--- src/rtl/work_dispatch_pkg.sv ---
// Shared constants and types for the work dispatcher: frame layout, register
// addresses, the ID word and the golden-nonce FIFO entry.
package work_dispatch_pkg;

    localparam int unsigned FRAME_W       = 38;
    localparam int unsigned FRAME_PAR     = 37;
    localparam int unsigned FRAME_WE      = 36;
    localparam int unsigned FRAME_ADDR_HI = 35;
    localparam int unsigned FRAME_ADDR_LO = 32;
    localparam int unsigned GN_NONCE_W    = 60;
    localparam int unsigned CORE_IDX_W    = 4;

    localparam logic [3:0] ADDR_ID       = 4'h0;
    localparam logic [3:0] ADDR_HASH0    = 4'h1;
    localparam logic [3:0] ADDR_HASH1    = 4'h2;
    localparam logic [3:0] ADDR_HASH2    = 4'h3;
    localparam logic [3:0] ADDR_HASH3    = 4'h4;
    localparam logic [3:0] ADDR_HASH4    = 4'h5;
    localparam logic [3:0] ADDR_FIXED0   = 4'h6;
    localparam logic [3:0] ADDR_FIXED1   = 4'h7;
    localparam logic [3:0] ADDR_NONCE_LO = 4'h8;
    localparam logic [3:0] ADDR_NONCE_HI = 4'h9;
    localparam logic [3:0] ADDR_STATUS   = 4'hA;
    localparam logic [3:0] ADDR_GN_LO    = 4'hD;
    localparam logic [3:0] ADDR_GN_HI    = 4'hE;

    typedef struct packed {
        logic [CORE_IDX_W-1:0] core_idx;
        logic [GN_NONCE_W-1:0] nonce;
    } gn_entry_t;

    function automatic logic [31:0] id_word(input int unsigned num_cores);
        return {8'h02, 8'(num_cores), 16'h0100};
    endfunction

endpackage

--- src/rtl/gn_fifo.sv ---
// Synchronous FIFO of golden-nonce entries; pushes when full and pops when
// empty are ignored.
module gn_fifo
    import work_dispatch_pkg::*;
#(
    parameter int unsigned FIFO_DEPTH = 8,
    parameter int unsigned CNT_W      = $clog2(FIFO_DEPTH) + 1
) (
    input  logic             clk,
    input  logic             reset_n,
    input  logic             push,
    input  gn_entry_t        push_data,
    input  logic             pop,
    output gn_entry_t        head,
    output logic             full,
    output logic             empty,
    output logic [CNT_W-1:0] count
);

    localparam int unsigned PTR_W = CNT_W - 1;

    gn_entry_t        mem_q [FIFO_DEPTH];
    logic [PTR_W-1:0] wr_ptr_q;
    logic [PTR_W-1:0] rd_ptr_q;
    logic [CNT_W-1:0] count_q;
    logic             do_push;
    logic             do_pop;

    assign full    = (count_q == CNT_W'(FIFO_DEPTH));
    assign empty   = (count_q == '0);
    assign count   = count_q;
    assign head    = mem_q[rd_ptr_q];
    assign do_push = push && !full;
    assign do_pop  = pop && !empty;

    always_ff @(posedge clk) begin
        if (do_push) begin
            mem_q[wr_ptr_q] <= push_data;
        end
    end

    // Pointers wrap naturally because the depth is a power of two.
    always_ff @(posedge clk) begin
        if (!reset_n) begin
            wr_ptr_q <= '0;
            rd_ptr_q <= '0;
            count_q  <= '0;
        end else begin
            if (do_push) wr_ptr_q <= wr_ptr_q + 1'b1;
            if (do_pop)  rd_ptr_q <= rd_ptr_q + 1'b1;
            case ({do_push, do_pop})
                2'b10:   count_q <= count_q + 1'b1;
                2'b01:   count_q <= count_q - 1'b1;
                default: count_q <= count_q;
            endcase
        end
    end

endmodule

--- src/rtl/work_dispatch.sv ---
// Host register bank, atomic job commit with per-core nonce partitions, and
// golden-nonce collection through per-core holders and a round-robin arbiter.
module work_dispatch
    import work_dispatch_pkg::*;
#(
    parameter int unsigned NUM_CORES   = 4,
    parameter int unsigned NONCE_WIDTH = 60,
    parameter int unsigned FIXED_WIDTH = 56,
    parameter int unsigned HASH_WIDTH  = 160,
    parameter int unsigned PART_SHIFT  = 52,
    parameter int unsigned FIFO_DEPTH  = 8
) (
    input  logic                             rx_hash_clk,
    input  logic                             rx_reset_n,
    input  logic                             req_valid,
    input  logic [FRAME_W-1:0]               req_frame,
    output logic                             rsp_valid,
    output logic                             rsp_err,
    output logic [31:0]                      rsp_data,
    input  logic [NUM_CORES-1:0]             gn_valid,
    input  logic [NUM_CORES*NONCE_WIDTH-1:0] gn_nonce,
    output logic                             tx_new_work,
    output logic [FIXED_WIDTH-1:0]           tx_fixed_data,
    output logic [HASH_WIDTH-1:0]            tx_target_hash,
    output logic [NUM_CORES*NONCE_WIDTH-1:0] tx_start_nonce
);

    localparam int unsigned CNT_W = $clog2(FIFO_DEPTH) + 1;

    logic        frame_ok, wr_en, rd_en;
    logic [3:0]  req_addr;
    logic [31:0] req_data, rd_data;

    assign frame_ok = ~^req_frame;
    assign req_addr = req_frame[FRAME_ADDR_HI:FRAME_ADDR_LO];
    assign req_data = req_frame[31:0];
    assign wr_en    = req_valid && frame_ok && req_frame[FRAME_WE];
    assign rd_en    = req_valid && frame_ok && !req_frame[FRAME_WE];

    logic [31:0] hash_stage_q [5];
    logic [31:0] fixed_stage_q [2];
    logic [31:0] nonce_lo_q, nonce_hi_q;
    logic [31:0] gn_latch_q;
    logic        overflow_q, overflow_d;

    logic [NONCE_WIDTH-1:0]           hold_nonce_q [NUM_CORES];
    logic [NONCE_WIDTH-1:0]           hold_nonce_d [NUM_CORES];
    logic [NUM_CORES-1:0]             hold_full_q, hold_full_d;
    logic [CORE_IDX_W-1:0]            rr_ptr_q, rr_ptr_d;
    logic [NUM_CORES-1:0]             grant;
    logic                             grant_any;
    logic [CORE_IDX_W-1:0]            grant_idx;
    logic [NONCE_WIDTH-1:0]           grant_nonce;
    logic [4:0]                       busy_cnt;
    logic [NONCE_WIDTH-1:0]           start_base;
    logic [NUM_CORES*NONCE_WIDTH-1:0] start_next;

    gn_entry_t        push_entry, fifo_head;
    logic             fifo_full, fifo_empty, fifo_pop;
    logic [CNT_W-1:0] fifo_count;

    gn_fifo #(
        .FIFO_DEPTH (FIFO_DEPTH),
        .CNT_W      (CNT_W)
    ) u_gn_fifo (
        .clk       (rx_hash_clk),
        .reset_n   (rx_reset_n),
        .push      (grant_any),
        .push_data (push_entry),
        .pop       (fifo_pop),
        .head      (fifo_head),
        .full      (fifo_full),
        .empty     (fifo_empty),
        .count     (fifo_count)
    );

    assign fifo_pop = rd_en && (req_addr == ADDR_GN_LO) && !fifo_empty;

    // Commit takes the high word straight from the frame so the job is atomic.
    assign start_base = NONCE_WIDTH'({req_data, nonce_lo_q});

    always_comb begin
        start_next = '0;
        for (int i = 0; i < int'(NUM_CORES); i++) begin
            start_next[i*NONCE_WIDTH +: NONCE_WIDTH] =
                start_base + (NONCE_WIDTH'(i) << PART_SHIFT);
        end
    end

    // Round-robin: lowest full holder at or above the pointer, else lowest below it.
    always_comb begin
        logic                  found_hi, found_lo;
        logic [CORE_IDX_W-1:0] idx_hi, idx_lo;
        found_hi = 1'b0;
        found_lo = 1'b0;
        idx_hi   = '0;
        idx_lo   = '0;
        for (int j = int'(NUM_CORES) - 1; j >= 0; j--) begin
            if (hold_full_q[j]) begin
                if (CORE_IDX_W'(j) >= rr_ptr_q) begin
                    found_hi = 1'b1;
                    idx_hi   = CORE_IDX_W'(j);
                end else begin
                    found_lo = 1'b1;
                    idx_lo   = CORE_IDX_W'(j);
                end
            end
        end
        grant_any = !fifo_full && (found_hi || found_lo);
        grant_idx = found_hi ? idx_hi : idx_lo;
        grant     = grant_any ? (NUM_CORES'(1) << grant_idx) : '0;
        rr_ptr_d  = rr_ptr_q;
        if (grant_any) begin
            rr_ptr_d = (grant_idx == CORE_IDX_W'(NUM_CORES - 1)) ? '0 : grant_idx + 1'b1;
        end
    end

    always_comb begin
        grant_nonce = '0;
        busy_cnt    = '0;
        for (int j = 0; j < int'(NUM_CORES); j++) begin
            if (grant[j]) grant_nonce = hold_nonce_q[j];
            busy_cnt = busy_cnt + 5'(hold_full_q[j]);
        end
        push_entry.core_idx = grant_idx;
        push_entry.nonce    = GN_NONCE_W'(grant_nonce);
    end

    // A holder being drained this cycle can accept a new strobe without loss.
    always_comb begin
        overflow_d = overflow_q;
        if (wr_en && (req_addr == ADDR_STATUS)) overflow_d = 1'b0;
        for (int j = 0; j < int'(NUM_CORES); j++) begin
            hold_full_d[j]  = hold_full_q[j];
            hold_nonce_d[j] = hold_nonce_q[j];
            if (gn_valid[j]) begin
                if (!hold_full_q[j] || grant[j]) begin
                    hold_full_d[j]  = 1'b1;
                    hold_nonce_d[j] = gn_nonce[j*NONCE_WIDTH +: NONCE_WIDTH];
                end else begin
                    overflow_d = 1'b1;
                end
            end else if (grant[j]) begin
                hold_full_d[j] = 1'b0;
            end
        end
    end

    always_comb begin
        rd_data = 32'hFFFF_FFFF;
        case (req_addr)
            ADDR_ID:       rd_data = id_word(NUM_CORES);
            ADDR_HASH0:    rd_data = hash_stage_q[0];
            ADDR_HASH1:    rd_data = hash_stage_q[1];
            ADDR_HASH2:    rd_data = hash_stage_q[2];
            ADDR_HASH3:    rd_data = hash_stage_q[3];
            ADDR_HASH4:    rd_data = hash_stage_q[4];
            ADDR_FIXED0:   rd_data = fixed_stage_q[0];
            ADDR_FIXED1:   rd_data = fixed_stage_q[1];
            ADDR_NONCE_LO: rd_data = nonce_lo_q;
            ADDR_NONCE_HI: rd_data = nonce_hi_q;
            ADDR_STATUS:   rd_data = {overflow_q, 15'd0, 8'(busy_cnt), 8'(fifo_count)};
            ADDR_GN_LO:    rd_data = fifo_empty ? 32'hFFFF_FFFF : fifo_head.nonce[31:0];
            ADDR_GN_HI:    rd_data = gn_latch_q;
            default:       rd_data = 32'hFFFF_FFFF;
        endcase
    end

    always_ff @(posedge rx_hash_clk) begin
        if (!rx_reset_n) begin
            rsp_valid      <= 1'b0;
            rsp_err        <= 1'b0;
            rsp_data       <= '0;
            tx_new_work    <= 1'b0;
            tx_fixed_data  <= '0;
            tx_target_hash <= '0;
            tx_start_nonce <= '0;
            nonce_lo_q     <= '0;
            nonce_hi_q     <= '0;
            gn_latch_q     <= '0;
            overflow_q     <= 1'b0;
            rr_ptr_q       <= '0;
            hold_full_q    <= '0;
            for (int i = 0; i < 5; i++) hash_stage_q[i] <= '0;
            for (int i = 0; i < 2; i++) fixed_stage_q[i] <= '0;
            for (int j = 0; j < int'(NUM_CORES); j++) hold_nonce_q[j] <= '0;
        end else begin
            rsp_valid   <= req_valid;
            rsp_err     <= req_valid && !frame_ok;
            rsp_data    <= rd_en ? rd_data : 32'd0;
            tx_new_work <= wr_en && (req_addr == ADDR_NONCE_HI);
            overflow_q  <= overflow_d;
            rr_ptr_q    <= rr_ptr_d;
            hold_full_q <= hold_full_d;
            for (int j = 0; j < int'(NUM_CORES); j++) hold_nonce_q[j] <= hold_nonce_d[j];
            if (fifo_pop) gn_latch_q <= {fifo_head.core_idx, fifo_head.nonce[59:32]};
            if (wr_en) begin
                case (req_addr)
                    ADDR_HASH0:    hash_stage_q[0]  <= req_data;
                    ADDR_HASH1:    hash_stage_q[1]  <= req_data;
                    ADDR_HASH2:    hash_stage_q[2]  <= req_data;
                    ADDR_HASH3:    hash_stage_q[3]  <= req_data;
                    ADDR_HASH4:    hash_stage_q[4]  <= req_data;
                    ADDR_FIXED0:   fixed_stage_q[0] <= req_data;
                    ADDR_FIXED1:   fixed_stage_q[1] <= req_data;
                    ADDR_NONCE_LO: nonce_lo_q       <= req_data;
                    ADDR_NONCE_HI: begin
                        nonce_hi_q     <= req_data;
                        tx_start_nonce <= start_next;
                        tx_fixed_data  <= FIXED_WIDTH'({fixed_stage_q[1], fixed_stage_q[0]});
                        tx_target_hash <= HASH_WIDTH'({hash_stage_q[4], hash_stage_q[3],
                                                       hash_stage_q[2], hash_stage_q[1],
                                                       hash_stage_q[0]});
                    end
                    default: ;
                endcase
            end
        end
    end

endmodule

--- config.mk ---
export PLATFORM = sky130hd
export DESIGN_NAME = work_dispatch
export DESIGN_NICKNAME = d
export VERILOG_FILES = /design/src/rtl/work_dispatch_pkg.sv /design/src/rtl/gn_fifo.sv /design/src/rtl/work_dispatch.sv
export SDC_FILE = /design/constraint.sdc
export NUM_CORES = 2
export LEC_CHECK = 0
export BUFFER_PORTS_ARGS = -buffer_cell sky130_fd_sc_hd__clkbuf_2
export CAP_MARGIN = 5
export CORE_ASPECT_RATIO = 1.75
export CORE_MARGIN = 4
export CORE_UTILIZATION = 47
export DETAILED_ROUTE_END_ITERATION = 8
export PLACE_DENSITY_LB_ADDON = 0.12
export SLEW_MARGIN = 10
export SYNTH_ARGS = -nofsm -noshare
export SYNTH_HDL_FRONTEND = slang
export SYNTH_HIERARCHICAL = 1
export SYNTH_SLANG_ARGS = --single-unit
--- constraint.sdc ---
create_clock -name rx_hash_clk -period 8.3 [get_ports rx_hash_clk]
set_input_delay 0 -clock rx_hash_clk [delete_from_list [all_inputs] [get_ports rx_hash_clk]]
set_output_delay 0 -clock rx_hash_clk [all_outputs]
set_load 0.05 [all_outputs]
## After elaboration in Yosys (flattened, before gate mapping)

Memories as Yosys holds them, arrays and structs flattened. A register that Yosys moved wholly into a read port is not among the register bits.
Index checks and enable logic that the tools add are counted.

- Bitwise logic cells: 11
- $lt $le $gt $ge: 4
- Eq/ne operators: 20
- Multiplexer cells: 116
- Reductions and logical operators: 39
- Shifts and indexed selects: 1
- $add $sub $neg: 11

Operator list:

| kind | number |
|---|---|
| $mux W60 | 16 |
| $pmux W32 S13 | 1 |
| $mux W32 | 8 |
| $add A60 B54 Y60 const B | 2 |
| $mux W1 | 69 |
| $add A60 B53 Y60 const B | 1 |
| $mux W4 | 15 |
| $reduce_xnor A38 Y1 | 1 |
| $eq A4 B4 Y1 const B | 6 |
| $eq A4 B3 Y1 const B | 4 |
| $reduce_and A2 Y1 | 7 |
| $eq A4 B2 Y1 const B | 3 |
| $logic_and A1 B1 Y1 | 11 |
| $or A1 B1 Y1 | 11 |
| $reduce_bool A2 Y1 | 5 |
| $add A4 B1 Y4 const B | 2 |
| $ge A1 B4 Y1 const A | 2 |
| $ge A2 B4 Y1 const A | 2 |
| $logic_not A1 Y1 | 8 |
| $logic_not A4 Y1 | 2 |
| $mux W2 | 4 |
| $ne A2 B1 Y1 const B | 4 |
| $pmux W4 S2 | 1 |
| $add A3 B1 Y3 const B | 2 |
| 10 further kinds | 15 |

- Output and inout bits: 491
- Input port bits: 285
- Bits in writable memories: 976
- Register bits: 606
- Logic and storage cells: 225
- Memories kept: 4

Memories:

| name | words | bits a word | read ports | clocked after memory_dff | write ports | line | text |
|---|---|---|---|---|---|---|---|
| u_gn_fifo.mem_q | 8 | 64 | 1 | 1 | 1 | gn_fifo.sv:22 | `gn_entry_t mem_q [FIFO_DEPTH];` |
| hold_nonce_q | 4 | 60 | 4 | 0 | 4 | work_dispatch.sv:46 | `logic [NONCE_WIDTH-1:0] hold_nonce_q [NUM_CORES];` |
| hash_stage_q | 5 | 32 | 5 | 0 | 5 | work_dispatch.sv:40 | `logic [31:0] hash_stage_q [5];` |
| fixed_stage_q | 2 | 32 | 2 | 0 | 2 | work_dispatch.sv:41 | `logic [31:0] fixed_stage_q [2];` |

## Longest topological paths before layout

- Word-level depth: 21
- Depth in mapped cells: 17
- Gate-level depth less buffers: 16

## By module

Netlist, hierarchy kept.

Modules (own cells, without submodules):

| module | times used | cells an instance | area each (µm²) |
|---|---|---|---|
| work_dispatch | 1 | 4148 | 37532.2 |
| gn_fifo | 1 | 813 | 19865.3 |

## Worst setup path before layout

Ideal clock, no wire load.

- Path type: reg-to-reg
- Start point: reg u_gn_fifo.count_q[0] (netlist: u_gn_fifo/count[0])
- End point: mem u_gn_fifo/mem_q[0][0] (netlist name) (enable)
- Setup time: 0.644 ns
- Buffers on the path: 2
- Stages on the path, launching flop included: 9
- Slack: 0.131 ns
- Arrival: 7.525 ns
- Cells stage by stage: dfxtp_1 > or4b_4 > buf_6 > inv_1 > or2_2 > clkbuf_1 > inv_1 > nand2_4 > nor4_1

- Word-level cells in the longest chain between the ends: 6

Ends and longest elaborated chain:

| element | line | text |
|---|---|---|
| start: declaration | gn_fifo.sv:25 | `logic [CNT_W-1:0] count_q;` |
| start signal: assignment | gn_fifo.sv:52 | `2'b10: count_q <= count_q + 1'b1;` |
| start signal: assignment | gn_fifo.sv:53 | `2'b01: count_q <= count_q - 1'b1;` |
| start signal: assignment | gn_fifo.sv:54 | `default: count_q <= count_q;` |
| $eq A4 B4 Y1 | gn_fifo.sv:29 | `assign full = (count_q == CNT_W'(FIFO_DEPTH));` |
| via fifo_full | work_dispatch.sv:59 | `logic fifo_full, fifo_empty, fifo_pop;` |
| $logic_not A1 Y1 | work_dispatch.sv:109 | `grant_any = !fifo_full && (found_hi \|\| found_lo);` |
| $logic_and A1 B1 Y1 | work_dispatch.sv:109 |  |
| via grant_any | work_dispatch.sv:51 | `logic grant_any;` |
| $logic_and A1 B1 Y1 | gn_fifo.sv:33 | `assign do_push = push && !full;` |
| $mux W1 | gn_fifo.sv:37 | `if (do_push) begin` |
| $mux W1 (not written as such) | gn_fifo.sv:38 | `mem_q[wr_ptr_q] <= push_data;` |
| end: declaration | gn_fifo.sv:22 |  |

The timed path passes the listed nets, and every way through them passes these cells.

==> results.json <==
{
  "status": "completed",
  "clk_pin_slew_worst_paths_ps": 60,
  "end_kind": "register",
  "drive_gt1_share_pct": 21.9,
  "worst_ep_arrival_time_ps": 5560,
  "dpl.hpwl_microns": 123000,
  "setup_viol": 0,
  "die_x_microns": 272,
  "rr_worst_depth": 10,
  "h-tree-depth": 4,
  "async_flop_share_pct": 0,
  "holdWs_ps": 50.2,
  "powerDensity_nw_per_um2": 235,
  "port_buffers": 775,
  "synth_top_cell_area_share_pct": 38.5,
  "r2r_setup_slack_ps": 3950,
  "first_global_vias": 41341,
  "synth_top_area_cell": "edfxtp_1",
  "antenna_found_initial": 4,
  "min_path_cells": 4,
  "routedWlPerCell_microns": 24.9,
  "hp-class": "in2reg",
  "criticalPathCategory": "in2reg",
  "synth_flop_cell": "edfxtp_1",
  "drt_wl_total_microns": 189000,
  "layout.nets": 6155,
  "die_h_microns": 470,
  "netlist-cell-type-count": 63,
  "grt_usage_pct": 28.6,
  "power_frac_seq_pct": 48.8,
  "holdPathEnd": "hold_nonce_q[0][14]$_SDFFE_PN0P_",
  "worst_slew_pin_slew_ps": 1230,
  "grt_pass1_wl_microns": 276000,
  "yosysWarnings": 6,
  "cts_max_path_buffers": 3,
  "r2r_end": "u_gn_fifo/mem_q[2][17]$_DFFE_PP_",
  "fin_crit_ps": 5170,
  "remaining_drc_errors": 0,
  "tns_ps": 0,
  "dr_total_vias": 42301,
  "critPathRequiredTime_ps": 8700,
  "post-route-util_pct": 57.8,
  "crit_path_start_kind": "primary input",
  "p_sw_share_pct": 27.5,
  "cts_tree": "built",
  "place.gp.congestion": 0.928,
  "fmax_ghz": 0.193,
  "initialDrtViolationCount": 3942,
  "coreArea_sq_um": 121000,
  "netlist_area_sq_um": 57400,
  "maxSlewHeadroom_pct": 17.2,
  "ys_seq_area_share_pct": 61.6,
  "slew_violations": 0,
  "switchingPower_uw": 4530,
  "clock_skew_ps": 32.0,
  "combinationalPowerShare_pct": 14.7,
  "synth-seq-cells": 1397,
  "finalCritPeriodShare_pct": 62.3,
  "nFillCells": 10081,
  "clockPowerShare_pct": 36.5,
  "dieArea_sq_um": 128000,
  "cts.sinks": 1397,
  "finalHoldViolations": 0,
  "gr-total-overflow": 0,
  "cts_buffers": 130,
  "ant_nets": 0,
  "syn_to_final_growth_pct": 22.0,
  "synth_enable_flop_cells": 736,
  "p_int_uw": 11900,
  "start_util_pct": 47.4,
  "leakage_uw": 0.0260,
  "rr_startpoint": "hold_full_q[0]$_SDFFE_PN0P_",
  "cts_root_buf": "clkbuf_16",
  "synth_cells": 4961,
  "ir_worst_vdd_mv": 0.220,
  "grt_max_degree": 166,
  "clk_latency_ps": 760,
  "num_rows": 169,
  "postSynthAreaPerCell_sq_um": 11.6,
  "yosys-top-cells-area": "edfxtp_1, dfxtp_1, nand2_1",
  "crit_fanout": 35,
  "grt_setup_unrepaired": "no",
  "worstHoldStart": "gn_nonce[14]",
  "drt_pass1_iterations": 6,
  "vias_per_cell": 5.58,
  "pin_count": 776,
  "drv_cap": 0
}
-- worst max-delay path: stages --
cell and delay, ps:
dlygate4sd3_1 530, clkbuf_2 220, inv_1 110, ha_1 350, xnor2_1 200, xnor2_1 620, xnor2_1 220, xnor3_2 450
xor2_4 810, nand3_1 730, o31ai_4 780, buf_4 490
-- layer usage --
metal	up-vias	GRT usage (%)	part of all wire (%)
met5	-	0	0.0053
met3	429	4.59	7.2
met1	20740	36.5	39
met2	1994	47.5	48
li1	19136	-	-
met4	2	14.0	5.7
-- cell usage after synthesis (5+ instances only) --
cell      count
mux2i_1      36
dfxtp_1     661
ha_1         25
buf_2        44
a41oi_1       9
o21ai_0     197
nor3_1        9
nand2b_1      6
a32oi_1       7
buf_4       202
nand2_1    1343
o21a_1        5
a21oi_1      44
xor2_1       15
clkbuf_1    284
edfxtp_1    736
nand3_1      50
nor2_1       41
mux4_2      128
buf_1        25
a31oi_1      19
a211oi_1      5
a22o_1       54
a222oi_1     40
mux2_2       66
nor2b_1      46
inv_1        16
and3_1       68
a221oi_1     12
o211a_1      16
a22oi_1      94
and2_1       16
a21boi_0    549
a21boi_1     14
xnor2_1      37
-- final cells by class --
cell class | instances | area (sq um) | share of cell area (%)
Clock inverter | 52 | 468 | 0.668
Timing Repair Buffer | 1295 | 8930 | 12.8
Sequential cell | 1397 | 35300 | 50.5
Clock buffer | 185 | 3750 | 5.35
Inverter | 19 | 71.3 | 0.102
Multi-Input combinational cell | 3001 | 19400 | 27.7
Tap cell | 1624 | 2030 | 2.90
Antenna cell | 4 | 10.0 | 0.0143
-- how the worst max path moves through the flow --
| stage | from | endpoint | slack [ps] | depth (start not counted) |
|---|---|---|---|---|
| floorplan | u_gn_fifo/count[0]$_SDFFE_PN0P_ | u_gn_fifo/mem_q[0][0]$_DFFE_PP_ | 130 | 8 |
| global placement | req_frame[24] | hash_stage_q[0][67]$_DFFE_PP_ | 3000 | 10 |
| detailed placement | req_frame[24] | hash_stage_q[0][67]$_DFFE_PP_ | 2950 | 10 |
| CTS | req_frame[24] | hash_stage_q[0][80]$_DFFE_PP_ | 3170 | 11 |
| global route | req_frame[24] | hash_stage_q[0][42]$_DFFE_PP_ | 2940 | 11 |
| finish | req_frame[21] | hash_stage_q[0][42]$_DFFE_PP_ | 3130 | 12 |
-- state kept, by name, indices dropped and copies added (netlist names), named ones only --
signal              cells
rsp_err                 1
u_gn_fifo/mem_q       512
u_gn_fifo/count         4
u_gn_fifo/wr_ptr_q      3
tx_new_work             1
tx_target_hash        160
rr_ptr_q                2
u_gn_fifo/rd_ptr_q      3
fixed_stage_q          64
nonce_lo_q             32
overflow_q              1
rsp_data               32
nonce_hi_q              4
hash_stage_q          160
rsp_valid               1
hold_full_q             4
tx_start_nonce         82
tx_fixed_data          56
gn_latch_q             32
hold_nonce_q          240
-- placed cells by master (no fill, tap or decap), types with 18 or more instances in the layout --
master,instances
nand2_1,1341
clkbuf_2,776
edfxtp_1,736
dfxtp_1,658
a21boi_0,549
dlygate4sd3_1,439
o21ai_0,188
clkbuf_16,138
mux4_2,128
a22oi_1,94
buf_4,78
and3_1,67
mux2_2,65
a22o_1,54
nand3_1,50
a21oi_1,42
nor2b_1,42
a222oi_1,40
xnor2_1,37
nor2_1,37
mux2i_1,36
clkbuf_1,31
a31oi_1,19
clkinv_2,18
-- metrics by stage --
step / cells / worst slack [ps] / total power (uW) / cell area [sq um]
2_1_floorplan: 4976 / 131 / 9510 / 57500
3_3_place_gp: 6897 / 3000 / 10400 / 61400
3_5_place_dp: 6897 / 2950 / 10400 / 61400
4_1_cts: 7573 / 3170 / 16600 / 70000
5_1_grt: 7575 / 2940 / 17000 / 70000
6_report: 7577 / 3130 / 16500 / 70000
-- cells by family (layout without fill, tap and decap cells) --
kind of cell / Yosys count / count (layout) / synth area share, %
and+or+nand+nor: 1591 / 1591 / 11.2
DFF: 1397 / 1397 / 61.6
AOI/OAI and AO/OA: 1081 / 1081 / 13.5
buffers and inverters: 578 / 1551 / 5.25
muxes: 232 / 232 / 7.01
xor gates and xnor gates: 55 / 55 / 0.902
adders and majority gates: 26 / 26 / 0.580
other: 1 / 20 / 0.00653
-- power by group through the flow --
stage               logic (uW)  registers, uW  clock network, uW
floorplan                 1210           8300                  0
global placement          2230           8160                  0
detailed placement        2240           8180                  0
CTS                       2410           8020               6120
global route              2580           8060               6380
finish                    2430           8030               6010
-- what timing repair did --
action | CTS | global route
endpoints found under the hold margin | 697 | 0
resized for setup | 0 | 0
buffers inserted | 0 | 0
hold buffers | 439 | 0
Note: power is estimated with default switching activity, not from simulation.
